`src/rtl/fp_pkg.sv`:
```
// Shared FP32 types for the multiplier result buffer.
// Field widths, class encoding and the stored FIFO entry.
package fp_pkg;

    localparam int EXP_W  = 8;
    localparam int MANT_W = 23;

    typedef enum logic [1:0] {
        NORMAL = 2'b00,
        ZERO   = 2'b01,
        INF    = 2'b10,
        NAN    = 2'b11
    } fp_class_e;

    typedef struct packed {
        logic [31:0] data;
        fp_class_e   cls;
    } fifo_entry_t;

endpackage

```
`src/rtl/fp32_mul_result_buf_if.sv`:
```
// Result-in / buffered-out streams of the FP32 result buffer.
// master = multiplier + consumer side, slave = the buffer.
interface fp32_mul_result_buf_if;

    logic        s_axis_result_tvalid;
    logic [31:0] s_axis_result_tdata;
    logic        m_axis_tvalid;
    logic        m_axis_tready;
    logic [31:0] m_axis_tdata;
    logic [1:0]  m_axis_tuser;

    modport master (
        output s_axis_result_tvalid,
        output s_axis_result_tdata,
        output m_axis_tready,
        input  m_axis_tvalid,
        input  m_axis_tdata,
        input  m_axis_tuser
    );

    modport slave (
        input  s_axis_result_tvalid,
        input  s_axis_result_tdata,
        input  m_axis_tready,
        output m_axis_tvalid,
        output m_axis_tdata,
        output m_axis_tuser
    );

endinterface

```
`src/rtl/fp32_classify.sv`:
```
// Combinational IEEE 754 binary32 classifier.
// Zero is reported for either sign; subnormals count as normal.
module fp32_classify
    import fp_pkg::*;
(
    input  logic [31:0] i_word,
    output fp_class_e   o_class
);

    logic [EXP_W-1:0]  w_exp;
    logic [MANT_W-1:0] w_mant;
    logic              w_unused_sign;

    assign w_exp         = i_word[MANT_W +: EXP_W];
    assign w_mant        = i_word[MANT_W-1:0];
    assign w_unused_sign = i_word[31];

    // Decode exponent/mantissa pattern into the 2-bit class
    always_comb begin
        o_class = NORMAL;
        unique case (1'b1)
            (&w_exp) && (|w_mant):  o_class = NAN;
            (&w_exp) && !(|w_mant): o_class = INF;
            !(|w_exp) && !(|w_mant): o_class = ZERO;
            default:                o_class = NORMAL;
        endcase
    end

endmodule

```
`src/rtl/fp32_mul_result_buf.sv`:
```
// Credit-managed FIFO buffering FP32 multiplier results with class tags.
// Optional FP_CLASS_STATS_EN adds saturating NaN/Inf push counters.
module fp32_mul_result_buf
    import fp_pkg::*;
#(
    parameter int DEPTH       = 8,
    parameter int MUL_LATENCY = 3
) (
    input  logic                       aclk,
    input  logic                       areset,
    input  logic                       issue_valid,
    output logic                       issue_ok,
    fp32_mul_result_buf_if.slave       bus,
    output logic [$clog2(DEPTH):0]     level,
    output logic                       ovf_err,
    output logic                       credit_err
`ifdef FP_CLASS_STATS_EN
    ,
    output logic [15:0]                nan_cnt,
    output logic [15:0]                inf_cnt
`endif
);

    localparam int PW = $clog2(DEPTH);
    localparam int LW = PW + 1;
    localparam logic [LW-1:0] DEPTH_L = LW'(DEPTH);
    localparam logic [LW:0]   DEPTH_S = (LW+1)'(DEPTH);

    if (DEPTH < 4 || DEPTH > 64 || (DEPTH & (DEPTH - 1)) != 0 ||
        MUL_LATENCY < 1) begin : g_bad_cfg
        $error("fp32_mul_result_buf: unsupported DEPTH/MUL_LATENCY");
    end

    fifo_entry_t       r_mem [DEPTH];
    logic [PW-1:0]     r_wptr;
    logic [PW-1:0]     r_rptr;
    logic [LW-1:0]     r_level;
    logic [LW-1:0]     r_inflight;
    logic              r_ovf;
    logic              r_cerr;

    fp_class_e         w_cls;
    logic              w_pop;
    logic              w_push;
    logic              w_full;
    logic [LW:0]       w_sum;

    fp32_classify u_classify (
        .i_word  (bus.s_axis_result_tdata),
        .o_class (w_cls)
    );

    assign w_full = (r_level == DEPTH_L);
    assign w_pop  = (r_level != '0) && bus.m_axis_tready;
    assign w_push = bus.s_axis_result_tvalid && (!w_full || w_pop);
    assign w_sum  = {1'b0, r_level} + {1'b0, r_inflight};

    assign issue_ok   = (w_sum < DEPTH_S);
    assign level      = r_level;
    assign ovf_err    = r_ovf;
    assign credit_err = r_cerr;

    assign bus.m_axis_tvalid = (r_level != '0);
    assign bus.m_axis_tdata  = r_mem[r_rptr].data;
    assign bus.m_axis_tuser  = r_mem[r_rptr].cls;

    // Storage write; contents are meaningless until level covers them
    always_ff @(posedge aclk) begin
        if (w_push) begin
            r_mem[r_wptr] <= '{data: bus.s_axis_result_tdata, cls: w_cls};
        end
    end

    // Pointers and occupancy
    always_ff @(posedge aclk) begin
        if (areset) begin
            r_wptr  <= '0;
            r_rptr  <= '0;
            r_level <= '0;
        end else begin
            if (w_push) r_wptr <= r_wptr + PW'(1);
            if (w_pop)  r_rptr <= r_rptr + PW'(1);
            if (w_push && !w_pop)      r_level <= r_level + LW'(1);
            else if (w_pop && !w_push) r_level <= r_level - LW'(1);
        end
    end

    // Issued-but-not-returned count, clamped to 0..DEPTH
    always_ff @(posedge aclk) begin
        if (areset) begin
            r_inflight <= '0;
        end else if (issue_valid && !bus.s_axis_result_tvalid) begin
            if (r_inflight != DEPTH_L) r_inflight <= r_inflight + LW'(1);
        end else if (!issue_valid && bus.s_axis_result_tvalid) begin
            if (r_inflight != '0) r_inflight <= r_inflight - LW'(1);
        end
    end

    // Sticky error flags, cleared only by reset
    always_ff @(posedge aclk) begin
        if (areset) begin
            r_ovf  <= 1'b0;
            r_cerr <= 1'b0;
        end else begin
            if (bus.s_axis_result_tvalid && !w_push) r_ovf <= 1'b1;
            if (issue_valid && !issue_ok)            r_cerr <= 1'b1;
        end
    end

`ifdef FP_CLASS_STATS_EN
    logic [15:0] r_nan_cnt;
    logic [15:0] r_inf_cnt;

    assign nan_cnt = r_nan_cnt;
    assign inf_cnt = r_inf_cnt;

    // Saturating per-class counters of accepted pushes
    always_ff @(posedge aclk) begin
        if (areset) begin
            r_nan_cnt <= '0;
            r_inf_cnt <= '0;
        end else if (w_push) begin
            if (w_cls == NAN && r_nan_cnt != 16'hFFFF)
                r_nan_cnt <= r_nan_cnt + 16'd1;
            if (w_cls == INF && r_inf_cnt != 16'hFFFF)
                r_inf_cnt <= r_inf_cnt + 16'd1;
        end
    end
`endif

endmodule

```
`src/flat_wrapper.sv`:
```
// flat-port wrapper written by rule: the top's interface ports become plain ports
module fp32_mul_result_buf_flat import fp_pkg::*;
#(
    parameter int DEPTH       = 8,
    parameter int MUL_LATENCY = 3
)
  (aclk, areset, issue_valid, issue_ok, level, ovf_err, credit_err, bus_s_axis_result_tvalid, bus_s_axis_result_tdata, bus_m_axis_tready, bus_m_axis_tvalid, bus_m_axis_tdata, bus_m_axis_tuser);
  fp32_mul_result_buf_if bus_i ();
  input  logic aclk;
  input  logic areset;
  input  logic issue_valid;
  output logic issue_ok;
  output logic [$clog2(DEPTH):0] level;
  output logic ovf_err;
  output logic credit_err;
  input wire logic [$bits(bus_i.s_axis_result_tvalid)-1:0] bus_s_axis_result_tvalid;
  input wire logic [$bits(bus_i.s_axis_result_tdata)-1:0] bus_s_axis_result_tdata;
  input wire logic [$bits(bus_i.m_axis_tready)-1:0] bus_m_axis_tready;
  output wire logic [$bits(bus_i.m_axis_tvalid)-1:0] bus_m_axis_tvalid;
  output wire logic [$bits(bus_i.m_axis_tdata)-1:0] bus_m_axis_tdata;
  output wire logic [$bits(bus_i.m_axis_tuser)-1:0] bus_m_axis_tuser;
  assign bus_i.s_axis_result_tvalid = bus_s_axis_result_tvalid;
  assign bus_i.s_axis_result_tdata = bus_s_axis_result_tdata;
  assign bus_i.m_axis_tready = bus_m_axis_tready;
  assign bus_m_axis_tvalid = bus_i.m_axis_tvalid;
  assign bus_m_axis_tdata = bus_i.m_axis_tdata;
  assign bus_m_axis_tuser = bus_i.m_axis_tuser;
  fp32_mul_result_buf #(.DEPTH(DEPTH), .MUL_LATENCY(MUL_LATENCY)) u_core (.aclk(aclk), .areset(areset), .issue_valid(issue_valid), .issue_ok(issue_ok), .bus(bus_i), .level(level), .ovf_err(ovf_err), .credit_err(credit_err));
endmodule
```
`config.mk`:
```
export PLATFORM = sky130hd
export DESIGN_NAME = fp32_mul_result_buf_flat
export DESIGN_NICKNAME = d
export VERILOG_FILES = /design/src/rtl/fp_pkg.sv /design/src/rtl/fp32_mul_result_buf_if.sv /design/src/rtl/fp32_classify.sv /design/src/rtl/fp32_mul_result_buf.sv /design/src/flat_wrapper.sv
export SDC_FILE = /design/constraint.sdc
export NUM_CORES = 1
export LEC_CHECK = 0
export CAP_MARGIN = 20
export CORE_UTILIZATION = 50
export CTS_CLUSTER_DIAMETER = 60
export DETAILED_ROUTE_END_ITERATION = 10
export PLACE_DENSITY_LB_ADDON = 0.1
export SKIP_LAST_GASP = 1
export SYNTH_ARGS = -nofsm -noshare
export SYNTH_HDL_FRONTEND = slang
export SYNTH_SLANG_ARGS = --single-unit
```
`constraint.sdc`:
```
create_clock -name aclk -period 6.6 [get_ports aclk]
set_clock_uncertainty 0.05 [all_clocks]
set_input_delay 1.98 -clock aclk [delete_from_list [all_inputs] [get_ports aclk]]
set_output_delay 1.98 -clock aclk [all_outputs]
set_load 0.02 [all_outputs]
```
==> summary.md, run 1 <==
| Metric | Value |
|---|---|
| Status | `complete, no violations` |
| Startpoint Class | `flip-flop` |
| Vias in the first global route | `5591` |
| PwrDens | `370 nW/um^2` |
| Fmax | `192 MHz` |
| First DRT Iteration DRCs | `295` |
| DP Area | `12600 sq um` |
| HP Start | `u_core.r_rptr[1]$_SDFFE_PP0N_` |
| Cell chain of the critical path | `buf_12, mux4_1, mux2_4, clkdlybuf4s50_1` |
| Mapped Area | `11500 sq um` |
| Share of cells above drive strength 1 | `24.0%` |
| Global-route wire length before repair | `33.2 mm` |
| Worst Path Buf+Inv | `2` |
| Setup_tns | `0 ns` |
| Final nets | `675` |
| Portion of netlist area occupied by mux cells | `18.0%` |
| Die width | `153 microns` |
| Crit-path max cell delay | `0.83 ns` |
| Total number of vias | `5371` |
| EDFF count, synth | `272` |
| Final slew viol count | `0` |
| Critical path required time | `4.57 ns` |
| Max Cap Violations | `0` |
| CP Capture Type | `output port` |
| Drt first pass iters | `4` |
| Crit path max fanout | `35` |
| Initial core utilization | `50.8%` |
| Die ar. | `23500 sq um` |
| Count leader, synth | `edfxtp_1` |
| Synth cell types | `41` |
| Via density | `5.76` |
| Hold slack | `0.421 ns` |
| Cell taking the most area after synthesis | `edfxtp_1` |
| GRT overflow | `0` |
| Peak supply drop | `0.208 mV` |
| WS Path Type | `reg -> out` |
| CTS Hold Bufs | `0` |
| Post-CTS setup buffers | `0` |
| Hold Crit Depth | `2` |
| Setup Viol. Count Final | `0` |
| Largest family of logic cells by synthesized area | `multiplexers` |
| Top cells by count, synth | `edfxtp_1 (272), mux4_2 (57), nor2_1 (23), mux2_4 (20), dfxtp_1 (19)` |
| Final instance area | `13500 sq um` |
| CTS tree | `yes` |
| Worst Reg-to-Reg Cells | `9` |
| Rel. slew slack | `33.2%` |
| Synthesized area per cell | `21.8 sq um` |
| DRT Wirelength | `21.4 mm` |
| Tmin final | `5.20 ns` |
| Core Util, Final | `59.8%` |
| Gp weighted congestion | `0.728` |
| Post-synthesis sequential area ratio | `74.5%` |
| GRT Util Overall | `18.9%` |
| Die height | `153 microns` |
| Pleak | `4.30 nW` |
| Critical path's top delay family | `buffers and inverters` |
| Complex-gate fraction of the synthesized area | `1.36%` |
| Root buffer cell | `clkbuf_16` |
| DRT antenna net count | `0` |
| Reg clk slew, reported paths | `0.06 ns` |
| Wire per inst | `22.9 microns` |
| Fin crit share | `78.7%` |
| # clock sinks | `291` |
| Net Count, Synth | `576` |
| Row count | `55` |
| Async S/R FF share, synth | `0%` |
| Top post-synthesis cells by area | `edfxtp_1 (71%), mux4_2 (11%), dfxtp_1 (3.3%), mux2_4 (2.6%), mux4_1 (2.5%)` |
| Num ports | `79` |
| Mapped Cells | `527` |
| Input/output buffers | `78` |
| Synth Register Bits | `291` |
| Clock Tree Buf Depth | `3` |
| H-tree Lvls | `1` |
| Setup slack, reg-to-reg | `3.88 ns` |
| Largest net degree at the start of global routing | `36` |
| Final hold vios | `0` |
| Critical Path Slowest Stage Cell | `dfxtp_4` |
| Clock Latency Late Sink | `0.53 ns` |
| Ys flop type | `edfxtp_1` |
| Synth Area in Adders | `1.44%` |
| Simple-Gate Fraction of Synth Area | `2.56%` |
| RSZ-0062 raised after global routing | `false` |
| Tot Pwr | `5.00 mW` |
| Actual slew at the worst max-slew pin | `0.994 ns` |
| CTS Buf Count | `29` |
| Yosys warns | `0` |
| Resized Gates After CTS | `0` |
| DRC violations left | `0` |
| R2r startpoint | `u_core.level[0]$_SDFFE_PP0P_` |
| Initial antenna violation count | `1` |
| Post-synthesis xor/xnor area fraction | `0.687%` |
| Worst r2r dst | `u_core.level[3]$_SDFFE_PP0P_` |
| Critical Path AT | `3.17 ns` |
| Layout area overhead | `17.7%` |
| Top-area cell type share of the netlist area | `71.2%` |
| Core Footprint | `22600 sq um` |
| Min-Delay Path Class | `reg -> reg` |
| DP Wirelength | `12.5 mm` |
[area by class of cell]
| cell class | instances | area [sq um] |
|---|---|---|
| multi-input combinational | 210 | 2810 |
| timing repair buffer | 91 | 891 |
| antenna | 1 | 2.50 |
| clock inverter | 13 | 93.8 |
| sequential | 291 | 8550 |
| clock buffer | 39 | 773 |
| fill | 1644 | 9080 |
| inverter | 3 | 11.3 |
| tap | 285 | 357 |
[flip-flops by register name, indices dropped and copies added, names as in the netlist, named ones only]
register	cells
u_core.credit_err	1
u_core.r_inflight	4
u_core.ovf_err	1
u_core.level	4
u_core.r_wptr	3
u_core.r_rptr	3
u_core.r_mem	272
[cell families (layout without fill, tap and decap cells)]
kind of cell             after synthesis  count (layout)
AO/OA/AOI/OAI                         23              23
buffers and inverters                 26             146
multiplexers                         105             105
adder cells (fa/ha/maj)               12              12
XOR/XNOR                               9               9
other                                  0               1
flip-flops                           291             291
AND/OR/NAND/NOR                       61              61
[placed cells by master, fill, tap and decap left out, drive strengths merged, types with 3 or more instances in the layout]
cell type and instances:
nor3 5, dfxtp 19, nor2 23, clkbuf 39
nand2 8, clkinv 9, nand4 3, xnor2 4
edfxtp 272, nand3 4, clkdlybuf4s50 78, a211oi 3
xor2 5, mux4 68, ha 10, mux2 35
inv 4, buf 13, nor4 7, nand2b 7
a21oi 8
[per-stage QoR]
step	setup WS, ns	cells
6_report	1.40	933
5_1_grt	1.22	932
4_1_cts	1.30	932
3_5_place_dp	1.87	880
3_3_place_gp	1.89	880
2_1_floorplan	1.31	527
[tightest hold or removal path, cell delays in order (launching register included)]
cell,delay (ns)
dfxtp_1,0.31
nand2_1,0.05
a21oi_1,0.07
[report_power, final]
| part | internal (mW) | total, mW | switching [mW] |
|---|---|---|---|
| clock network | 0.857 | 1.49 | 0.636 |
| logic | 0.715 | 1.26 | 0.541 |
| registers | 2.12 | 2.25 | 0.134 |
| total | 3.69 | 5.00 | 1.31 |
[routing by layer]
metal / share of wire [%] / vias up / GRT usage [%]
met2: 50 / 130 / 31.4
met5: 0 / - / 0
met1: 44 / 2804 / 26.5
met4: 1.8 / 0 / 4.19
li1: - / 2410 / -
met3: 4.5 / 27 / 3.01
[worst max-delay path by stage]
stage | startpoint | end | cells past startpoint
final | flip-flop | bus_m_axis_tdata[26] | 4
after global routing | flip-flop | bus_m_axis_tdata[20] | 4
after CTS | flip-flop | bus_m_axis_tdata[20] | 4
after detailed placement | flip-flop | bus_m_axis_tdata[20] | 4
after global placement | flip-flop | bus_m_axis_tdata[19] | 4
after floorplan | bus_m_axis_tready | u_core.r_mem[0][0]$_DFFE_PP_ | 4
Power figures use the tool's default switching activity.
==> run 2: changes to the inputs <==
Clock period 6.6 ns to 5 ns, I/O delays scaled along.
==> summary.md, run 2 (synthesis gave the netlist of run 1 again) <==
| Metric | Value |
|---|---|
| DRT Wirelength | `21.7 mm (+1.2%)` |
| Pleak | `4.36 nW (+1.5%)` |
| Share of cells above drive strength 1 | `24.4% (+0.43 points)` |
| DP Area | `12700 sq um (+0.50%)` |
| Final instance area | `13600 sq um (+0.84%)` |
| DRC violations left | `0 (unchanged)` |
| Worst Reg-to-Reg Cells | `9 (unchanged)` |
| Clock Tree Buf Depth | `3 (unchanged)` |
| # clock sinks | `291 (unchanged)` |
| GRT Util Overall | `18.9% (+0.041 points)` |
| Crit path max fanout | `26 (-26%)` |
| Row count | `55 (unchanged)` |
| Fmax | `225 MHz` |
| Total number of vias | `5475 (+1.9%)` |
| Wire per inst | `23.0 microns (+0.37%)` |
| Hold Crit Depth | `2 (unchanged)` |
| Largest net degree at the start of global routing | `35 (-2.8%)` |
| H-tree Lvls | `1 (unchanged)` |
| Core Footprint | `22600 sq um (unchanged)` |
| Startpoint Class | `flip-flop` |
| Worst r2r dst | `u_core.level[3]$_SDFFE_PP0P_` |
| Drt first pass iters | `4 (unchanged)` |
| GRT overflow | `0 (unchanged)` |
| Worst Path Buf+Inv | `2 (unchanged)` |
| Setup_tns | `0 ns (unchanged)` |
| DRT antenna net count | `0 (unchanged)` |
| R2r startpoint | `u_core.level[0]$_SDFFE_PP0P_` |
| Critical Path Slowest Stage Cell | `dfxtp_4` |
| Num ports | `79 (unchanged)` |
| CTS Buf Count | `31 (+6.9%)` |
| Global-route wire length before repair | `33.5 mm (+0.89%)` |
| Post-CTS setup buffers | `0 (unchanged)` |
| Status | `complete, no violations` |
| CTS tree | `yes` |
| Resized Gates After CTS | `0 (unchanged)` |
| Largest Register | `u_core.r_mem` |
| Critical path's top delay family | `multiplexers` |
| Rel. slew slack | `35.6% (+2.4 points)` |
| Actual slew at the worst max-slew pin | `0.958 ns (-0.0357 ns)` |
| Final slew viol count | `0 (unchanged)` |
| Peak supply drop | `0.341 mV (+64%)` |
| Min-Delay Path Class | `reg -> reg` |
| Die ar. | `23500 sq um (unchanged)` |
| DP Wirelength | `12.5 mm (-0.20%)` |
| Reg clk slew, reported paths | `0.06 ns (about the same)` |
| Input/output buffers | `78 (unchanged)` |
| Root buffer cell | `clkbuf_16` |
| Final hold vios | `0 (unchanged)` |
| Setup Viol. Count Final | `0 (unchanged)` |
| Cell chain of the critical path | `buf_12, mux4_1, mux2_4, clkdlybuf4s50_1` |
| Initial core utilization | `50.8% (unchanged)` |
| Final nets | `682 (+1.0%)` |
| Critical Path AT | `2.89 ns (-0.28 ns)` |
| Setup slack, reg-to-reg | `2.26 ns (-1.62 ns)` |
| Most frequent cells in the layout | `edfxtp_1 (272), clkdlybuf4s50_1 (78), mux4_2 (57)` |
| RSZ-0062 raised after global routing | `false` |
| PwrDens | `495 nW/um^2 (+34%)` |
| Die width | `153 microns (unchanged)` |
| Die height | `153 microns (unchanged)` |
| CP Capture Type | `output port` |
| Hold endpoint | `u_core.ovf_err$_SDFFE_PP0P_` |
| CTS Hold Bufs | `0 (unchanged)` |
| Clock Latency Late Sink | `0.55 ns (+0.02 ns)` |
| Initial antenna violation count | `0 (-1)` |
| Max Cap Violations | `0 (unchanged)` |
| Commonest non-fill, non-tap cell in the layout | `edfxtp_1` |
| First DRT Iteration DRCs | `373 (+26%)` |
| Critical path required time | `3.45 ns (-1.12 ns)` |
| Crit-path max cell delay | `0.62 ns (-0.21 ns)` |
| Gp weighted congestion | `0.703 (-3.5%)` |
| Via density | `5.82 (+1.1%)` |
| HP Start | `u_core.ovf_err$_SDFFE_PP0P_` |
| Layout area overhead | `18.7%` |
| WS Path Type | `reg -> out` |
| N_diodes | `0 (-1)` |
| Tmin final | `4.44 ns` |
| Max reg flops | `272 (unchanged)` |
| Vias in the first global route | `5786 (+3.5%)` |
| Fin crit share | `88.8%` |
[run 2: cell count changes in the layout (fill, tap and decap cells not counted), sizes merged]
cell | previous run | this run
clkinvlp | 2 | 0
inv | 4 | 5
clkinv | 9 | 10
clkbuf | 39 | 43
diode | 1 | 0
buf | 13 | 18
[run 2: how the worst max path moves through the flow]
stage	from	to	slack, ns	depth (start not counted)
detailed placement	bus_s_axis_result_tdata[16]	u_core.r_mem[2][0]$_DFFE_PP_	0.95	4
finish	flip-flop	bus_m_axis_tdata[20]	0.56	4
CTS	flip-flop	bus_m_axis_tdata[26]	0.49	4
global placement	bus_m_axis_tready	u_core.r_mem[3][9]$_DFFE_PP_	1.02	6
floorplan	bus_m_axis_tready	u_core.r_mem[0][0]$_DFFE_PP_	0.19	4
global route	flip-flop	bus_m_axis_tdata[20]	0.41	4
[run 2: worst reg2reg max path, stage by stage (launching register included)]
cell and delay (ns):
dfxtp_1 0.39, or4_1 0.61, nand2_1 0.16, ha_1 0.18, inv_1 0.09, ha_1 0.33
a21oi_1 0.19, a211oi_1 0.10, a31oi_1 0.16, mux2_1 0.34
[run 2: layout make-up]
type / count / area [sq um]
sequential: 291 / 8550
fill: 1645 / 8960
inverter: 3 / 11.3
tap: 285 / 357
clock buffer: 43 / 831
clock inverter: 13 / 90.1
timing repair buffer: 96 / 953
multi-input combinational: 210 / 2810
[run 2: per-stage QoR]
| stage | std cells | setup WS, ns | utilization, % | hold slack (ns) | total power, mW |
|---|---|---|---|---|---|
| floorplan | 527 | 0.188 | - | 0.404 | 4.17 |
| global placement | 885 | 1.02 | 56.2 | 0.407 | 4.72 |
| detailed placement | 885 | 0.950 | 56.2 | 0.410 | 4.74 |
| CTS | 941 | 0.493 | 60.3 | 0.422 | 6.82 |
| global route | 941 | 0.406 | 60.3 | 0.461 | 7.03 |
| finish | 941 | 0.558 | 60.3 | 0.413 | 6.74 |
[run 2: layer usage]
layer  wire length (microns)  up-vias  track usage [%]
li1                        -     2416                -
met1                    9900     2893             27.2
met2                   10500      129             30.7
met3                     895       37             2.69
met4                     396        0             4.81
met5                       0        -                0
[run 2: power by group]
group | switching (mW) | leakage (nW) | internal [mW]
Sequential | 0.118 | 2.64 | 2.79
Clock | 0.874 | 0.450 | 1.20
Combinational | 0.789 | 1.27 | 0.963
Total | 1.78 | 4.36 | 4.96
